$ cat config.mk
export PLATFORM = sky130hd
export DESIGN_NAME = divisor_unit_cu
export DESIGN_NICKNAME = d
export VERILOG_FILES = /design/src/rtl/divisor_unit_cu.sv
export SDC_FILE = /design/constraint.sdc
export NUM_CORES = 1
export LEC_CHECK = 0
export CORE_MARGIN = 1.5
export CORE_UTILIZATION = 50
export CTS_CLUSTER_DIAMETER = 40
export CTS_CLUSTER_SIZE = 40
export DETAILED_ROUTE_END_ITERATION = 16
export GPL_ROUTABILITY_DRIVEN = 0
export GPL_TIMING_DRIVEN = 0
export PLACE_DENSITY = 0.87
export REMOVE_ABC_BUFFERS = 1
export SYNTH_ARGS = -nofsm -noshare
export SYNTH_HDL_FRONTEND = slang
export SYNTH_SLANG_ARGS = --single-unit
$ cat constraint.sdc
create_clock -name clk -period 2.9 [get_ports clk]
set_input_delay 0.435 -clock clk [delete_from_list [all_inputs] [get_ports clk]]
set_output_delay 0.435 -clock clk [all_outputs]
set_load 0.03 [all_outputs]
$ cat src/rtl/divisor_unit_cu.sv
// Control unit for the SRT radix-2 divider datapath: load, normalise, negate divisor,
// W carry-save iterations, resolve, sign-correct, de-normalise, then a one-cycle done.
module divisor_unit_cu #(
  parameter int parallelism = 32
) (
  input  logic       clk,
  input  logic       rst,
  input  logic       start,
  input  logic       divisor_msb,
  input  logic       divisor_is_zero,
  input  logic       rem_sign,
  output logic       busy,
  output logic       done,
  output logic       div_by_zero,
  output logic       divisor_en,
  output logic       divisor_lShift,
  output logic       notDIvisor_en,
  output logic       save_reminder,
  output logic       sumHMux_sel,
  output logic       sum_en,
  output logic       carry_en,
  output logic       QCorrectBitMux_sel,
  output logic       leftAddMode,
  output logic       rightAddMode,
  output logic       reminder_en,
  output logic       reminder_rShift,
  output logic       quotient_en,
  output logic [1:0] leftAddMux_sel,
  output logic [1:0] rightAddMux_sel
);

  localparam int CW = $clog2(parallelism) + 1;
  localparam logic [CW-1:0] ONE      = CW'(1);
  localparam logic [CW-1:0] LAST_IDX = CW'(parallelism - 1);

  // state  | meaning
  // IDLE   | waiting for start
  // LOAD   | capture divisor, clear sum/carry
  // NORM   | shift divisor left until its MSB is set, counting k
  // COMPL  | store the negated divisor
  // ITER   | W carry-save iterations
  // LAST   | resolve remainder and quotient from sum/carry
  // CORR   | restore remainder and decrement quotient if remainder negative
  // DENORM | shift remainder right k times
  // DONE   | one-cycle completion pulse
  typedef enum logic [3:0] {
    IDLE, LOAD, NORM, COMPL, ITER, LAST, CORR, DENORM, DONE
  } state_t;

  state_t          state;
  logic [CW-1:0]   kCnt;
  logic [CW-1:0]   iterCnt;

  always_ff @(posedge clk or posedge rst) begin
    if (rst) begin
      state       <= IDLE;
      kCnt        <= '0;
      iterCnt     <= '0;
      div_by_zero <= 1'b0;
    end else begin
      case (state)
        IDLE: begin
          if (start) begin
            state       <= LOAD;
            div_by_zero <= 1'b0;
          end
        end
        LOAD: begin
          kCnt    <= '0;
          iterCnt <= '0;
          if (divisor_is_zero) begin
            div_by_zero <= 1'b1;
            state       <= DONE;
          end else if (!divisor_msb) begin
            state <= NORM;
          end else begin
            state <= COMPL;
          end
        end
        NORM: begin
          // divisor_msb reflects the value after this cycle's shift, so exit on the same cycle
          if (kCnt != LAST_IDX) kCnt <= kCnt + ONE;
          if (divisor_msb || (kCnt >= LAST_IDX - ONE)) state <= COMPL;
        end
        COMPL: state <= ITER;
        ITER: begin
          if (iterCnt == LAST_IDX) state <= LAST;
          else                     iterCnt <= iterCnt + ONE;
        end
        LAST: state <= CORR;
        CORR: state <= (kCnt == '0) ? DONE : DENORM;
        DENORM: begin
          if (kCnt != '0) kCnt <= kCnt - ONE;
          if (kCnt <= ONE) state <= DONE;
        end
        DONE:    state <= IDLE;
        default: state <= IDLE;
      endcase
    end
  end

  always_comb begin
    busy               = (state != IDLE);
    done               = 1'b0;
    divisor_en         = 1'b0;
    divisor_lShift     = 1'b0;
    notDIvisor_en      = 1'b0;
    save_reminder      = 1'b0;
    sumHMux_sel        = 1'b0;
    sum_en             = 1'b0;
    carry_en           = 1'b0;
    QCorrectBitMux_sel = 1'b0;
    leftAddMode        = 1'b0;
    rightAddMode       = 1'b0;
    reminder_en        = 1'b0;
    reminder_rShift    = 1'b0;
    quotient_en        = 1'b0;
    leftAddMux_sel     = 2'b00;
    rightAddMux_sel    = 2'b00;
    case (state)
      LOAD: begin
        divisor_en = 1'b1;
        sum_en     = 1'b1;
        carry_en   = 1'b1;
      end
      NORM: begin
        divisor_en     = 1'b1;
        divisor_lShift = 1'b1;
      end
      COMPL: begin
        leftAddMux_sel = 2'b01;
        leftAddMode    = 1'b1;
        notDIvisor_en  = 1'b1;
      end
      ITER: begin
        sumHMux_sel = 1'b1;
        sum_en      = 1'b1;
        carry_en    = 1'b1;
      end
      LAST: begin
        save_reminder = 1'b1;
        reminder_en   = 1'b1;
        rightAddMode  = 1'b1;
        quotient_en   = 1'b1;
      end
      CORR: begin
        if (rem_sign) begin
          leftAddMux_sel  = 2'b10;
          reminder_en     = 1'b1;
          rightAddMux_sel = 2'b01;
          quotient_en     = 1'b1;
        end
      end
      DENORM: begin
        reminder_en     = 1'b1;
        reminder_rShift = 1'b1;
      end
      DONE:    done = 1'b1;
      default: ;
    endcase
  end

endmodule
Yosys cells after proc, flatten, opt, wreduce, memory -nomap -nowiden
Index checks and enable logic that the tools add are counted.
{"block": "word_totals", "reg_bits": 17, "input_bits": 6, "output_inout_bits": 20, "wordCells": 73}
{"block": "op_classes", "n_addsub": 3, "magnitude_cmp": 2, "eq_ne": 18, "muxes": 31, "reduce_logical": 15}
{"operator": "case mux 4 bit (8 select lines)", "count": 1}
{"operator": "2-to-1 mux 4 bit", "count": 6}
{"operator": "2-to-1 mux 6 bit", "count": 3}
{"operator": "case mux 6 bit (3 select lines)", "count": 1}
{"operator": "equality test 4 x 3 -> 1 bit, second input constant", "count": 4}
{"operator": "inequality test 2 bit, second input constant", "count": 8}
{"operator": "2-to-1 mux 1 bit", "count": 14}
{"operator": "adder 6 x 1 -> 6 bit, second input constant", "count": 2}
{"operator": "case mux 6 bit (2 select lines)", "count": 1}
{"operator": "equality test 4 x 2 -> 1 bit, second input constant", "count": 2}
{"operator": "equality test 6 x 5 -> 1 bit, second input constant", "count": 1}
{"operator": "greater-or-equal comparator 6 x 5 -> 1 bit, second input constant", "count": 1}
{"operator": "<= comparator 6 x 1 -> 1 bit, second input constant", "count": 1}
{"operator": "logical NOT 6 bit", "count": 1}
{"operator": "inequality test 6 x 5 -> 1 bit, second input constant", "count": 1}
{"operator": "case mux 1 bit (2 select lines)", "count": 3}
{"operator": "AND reduction 3 bit", "count": 2}
{"operator": "nonzero test 6 bit", "count": 1}
{"operator": "OR reduction 2 bit", "count": 3}
{"operator": "subtractor 6 x 1 -> 6 bit, second input constant", "count": 1}
{"operator": "equality test 4 x 1 -> 1 bit, second input constant", "count": 1}
{"operator": "equality test 4 bit, second input constant", "count": 1}
{"operator": "logical NOT 4 bit", "count": 1}
{"operator": "case mux 2 bit (2 select lines)", "count": 1}
{"operator": "7 further kinds", "count": 8}

Depth between registers and ports, before layout
{"block": "depth", "word_depth": 4, "ltp_mapped": 7, "mapped_depth_nobuf": 6}

Least setup slack after synthesis
No wires, ideal clock.
{"block": "synth_path", "kind": "reg2reg", "start": "register state[1]", "end": "register state[1]", "setup_time_ps": 125, "arrival_ps": 2236, "path_slack_ps": 539, "path_stages_with_launch": 7, "n_path_buf": 2, "period_less_slack_ps": 2361, "path_cell_list": "dfrtp_1 > buf_2 > nor4b_2 > o21ai_0 > clkbuf_1 > nand3_1 > mux2_2"}
{"block": "synth_between", "elab_chain_cells": 3, "word_cells_on_any_way": 14}
{"item": "from (decl)", "line_no": "50", "text": "state_t state;"}
{"item": "from (signal assigned)", "line_no": "91", "text": "CORR: state <= (kCnt == '0) ? DONE : DENORM;"}
{"item": "equality test 4 x 3 -> 1 bit (tied with other cells)", "line_no": "61", "text": "case (state)"}
{"item": "inequality test 2 bit (no line)"}
{"item": "AND reduction 4 bit (no line)"}
Parallel ways exist; a longest one is shown, timed or not.
A chain may end at the register's enable or synchronous reset.

Worst setup path after layout
{"block": "layout_path", "start": "register state[3]", "end": "output divisor_en"}
{"block": "layout_between", "elab_chain_cells": 3, "word_cells_on_any_way": 4}
{"item": "equality test 4 x 1 -> 1 bit / equality test 4 x 2 -> 1 bit (equally long branches)", "line_no": "120", "text": "case (state)"}
{"item": "OR reduction 2 bit (no line) *"}
{"item": "2-to-1 mux 1 bit *", "line_no": "120"}
{"item": "to (decl)", "line_no": "15", "text": "output logic divisor_en,"}
Mark *: on every way between the ends. The rest lies on a longest branch, timed or not.

==> results.yml <==
route:
  postRouteAntennaNets: 0
  route.detailed.drc: 0
  firstDrtPassIters: 4
  viasPerCell: 6.31
  drt_iter0_markers: 44
  avgRoutedWirePerCell_um: 15.1
  routed_wl_um: 3040
  route.vias.total: 1268
worst_setup_path:
  path_class: "flip-flop to output pin"
  reg2reg_depth: 4
  arrival_ns: 2.28
  timing.rr.start: "state[0]"
  start_kind: "flip-flop"
  endpoint_kind: "output pin"
  cp.required_ns: 2.47
  rr_endpoint: "iterCnt[5]"
  reg2reg_slack_ns: 0.36
  critPathMaxFanout: 13
timing:
  min_period_ns: 2.71
  finalSetupViolations: 0
  whs_ns: 0.511
  hold_viol: 0
  worstMarginPinSlew_ns: 1.11
  rsz0062_at_grt: "no"
  clock-skew-final_ns: 0.0146
  fmax_mhz: 369
  setup_tns_ns: 0
  fin_crit_sh_pct: 93.5
  relSlewSlack_pct: 25.3
  drv_slew: 0
grt:
  grt.total_usage_pct: 21.4
  grt_pass1_wl_um: 5380
  antenna_found_initial: 0
  grt_max_degree: 18
  first_global_vias: 1200
  overflow: 0
power_and_ir_drop:
  p_sw_share_pct: 51.8
  vdd_ir_drop_max_v: 0.000691
  power.share.sequential_pct: 28.4
  p_leak_nw: 0.688
  p_int_uw: 884
  pwr-share-comb_pct: 64.2
  p_sw_uw: 950
  clkPwrFrac_pct: 7.4
  power.density_mw_per_mm2: 1160
floorplan:
  num_rows: 18
  ios: 26
  fp.dieH_um: 55.3
  core_mm2: 0.00254
  initial_utilization_pct: 53.8
  die_area_mm2: 0.00306
  die_x_um: 55.3
synthesis:
  syn_area_mm2: 0.00137
  synth_cell_type_count: 51
  synth_top_family_by_area: "simple AND/OR/NAND/NOR gates"
  async_flop_share_pct: 100
  synth_compound_area_share_pct: 22.9
  synth_mux_area_share_pct: 4.48
  synth_area_per_cell_um2: 8.56
  synthXorXnorAreaFrac_pct: 0.640
  ys_warn_count: 0
  synth-adder-area-share_pct: 4.57
  synthCells: 160
  ys_ff_latch: 17
  ys.flop_type: "dfrtp_1"
  seq_area_frac_synth_pct: 31.1
  synth_edf_count: 0
  synthSimpleGateAreaFrac_pct: 26.9
placement:
  dp_hpwl_um: 2240
  port-buffer-count: 23
clocking:
  cts.path.max_buffers: 2
  cts_setup_buffers: 0
  clk-insertion-delay-late_ns: 0.31
  cts_tree: "yes"
  root_buffer: "clkbuf_4"
  clk_pin_slew_ns: 0.12
  htreeDepth: 1
  cts_sinks: 17
  numCtsBuffers: 3
  ctsHoldBuffers: 0
worst_hold_path:
  min_path_type: "primary input to async pin"
flow_run:
  maxCapViolCount: 0
cells_and_area:
  drive_gt1_share_pct: 12.3
  syn_to_final_growth_pct: 15.3
  num-nets-final: 183
  antenna_cells: 0
run_status:
  status: "completed"
-- stage by stage --
| stage | cells | power (mW) | setup slack [ns] | utilization, % | cell area [µm²] |
|---|---|---|---|---|---|
| 2_1_floorplan | 144 | 1.31 | 0.0716 | - | 1270 |
| 6_report | 201 | 1.83 | 0.188 | 62.0 | 1580 |
| 3_3_place_gp | 197 | 1.65 | 0.320 | 60.5 | 1540 |
| 3_5_place_dp | 197 | 1.69 | 0.304 | 60.5 | 1540 |
| 5_1_grt | 201 | 1.98 | 0.0447 | 62.0 | 1580 |
| 4_1_cts | 201 | 1.83 | 0.0375 | 61.8 | 1570 |
-- worst max-delay path by stage --
stage          slack [ns]     start  depth (start not counted)          end
6_report             0.19  state[3]                          3   divisor_en
3_5_place_dp         0.30  state[2]                          3   divisor_en
4_1_cts              0.04  state[2]                          4       sum_en
3_3_place_gp         0.32  state[2]                          3   divisor_en
5_1_grt              0.04  state[0]                          3   divisor_en
2_1_floorplan        0.07  state[2]                          3  quotient_en
-- placed cells by master (no fill, tap or decap), types with 3 or more instances in the layout --
| master | n |
|---|---|
| a21oi_1 | 10 |
| clkbuf_4 | 3 |
| clkdlybuf4s50_1 | 20 |
| dfrtp_1 | 15 |
| ha_1 | 5 |
| inv_1 | 7 |
| nand2_1 | 12 |
| nand2b_1 | 7 |
| nand3_1 | 7 |
| nor2_1 | 7 |
| nor2b_1 | 3 |
| nor3_1 | 5 |
| nor4_1 | 3 |
| o211ai_1 | 3 |
| o21ai_0 | 8 |
| or2_2 | 4 |
| or4_1 | 3 |
-- state kept, by name (all words and copies together), names as in the netlist --
name	count
iterCnt	6
state	4
kCnt	6
div_by_zero	1
-- power by group through the flow --
stage | clock network, mW | logic (mW) | registers [mW]
CTS | 0.137 | 1.18 | 0.512
finish | 0.135 | 1.18 | 0.521
detailed placement | 0 | 1.17 | 0.516
global route | 0.150 | 1.29 | 0.543
global placement | 0 | 1.14 | 0.506
floorplan | 0 | 0.835 | 0.473
-- logic make-up (layout without fill, tap and decap cells) --
logic type,after synthesis,after routing
compound gates,44,44
simple gates,63,63
other cells,1,2
mux,5,5
xor+xnor,1,1
buf+inv,24,34
fa+ha+maj,5,5
flops,17,17
-- cell type report --
class	count	area [µm²]
clock inverter	1	5.00
sequential	17	428
multi-input combinational	120	825
tap	30	37.5
inverter	7	26.3
clock buffer	3	22.5
timing repair buffer	23	234
fill	212	967
-- layer usage --
metal | routed length [µm] | up-vias | global-route usage (%)
met5 | 0 | - | 0
met4 | 32 | 0 | 8.36
met3 | 216 | 5 | 4.22
met2 | 1390 | 53 | 32.7
met1 | 1400 | 604 | 29.6
li1 | - | 606 | -
-- worst max-delay path: stages (launching register included) --
cell	delay, ns
dfrtp_1	0.53
or2_2	0.40
a21oi_2	0.31
clkdlybuf4s50_1	0.74
-- cells in the mapped netlist, types with 4 or more instances --
cell type	instances	area (µm²)
nor3_1	5	25.0
nand2_1	12	45.0
inv_1	7	26.3
o21ai_0	8	40.0
nor2_1	7	26.3
a21oi_1	11	55.1
or2_2	4	25.0
nand2b_1	7	43.8
nand3_1	7	35.0
dfrtp_1	17	425
ha_1	5	62.6
clkbuf_1	7	26.3
buf_4	7	52.6
-- what timing repair did --
action | in CTS | in global routing
gates resized for setup | 3 | 3
gates cloned | 0 | 0
pin swaps | 0 | 0
endpoints found under the setup margin | 2 | 2
endpoints found under the hold margin | 0 | 0
Note: power is estimated with default switching activity, not from simulation.
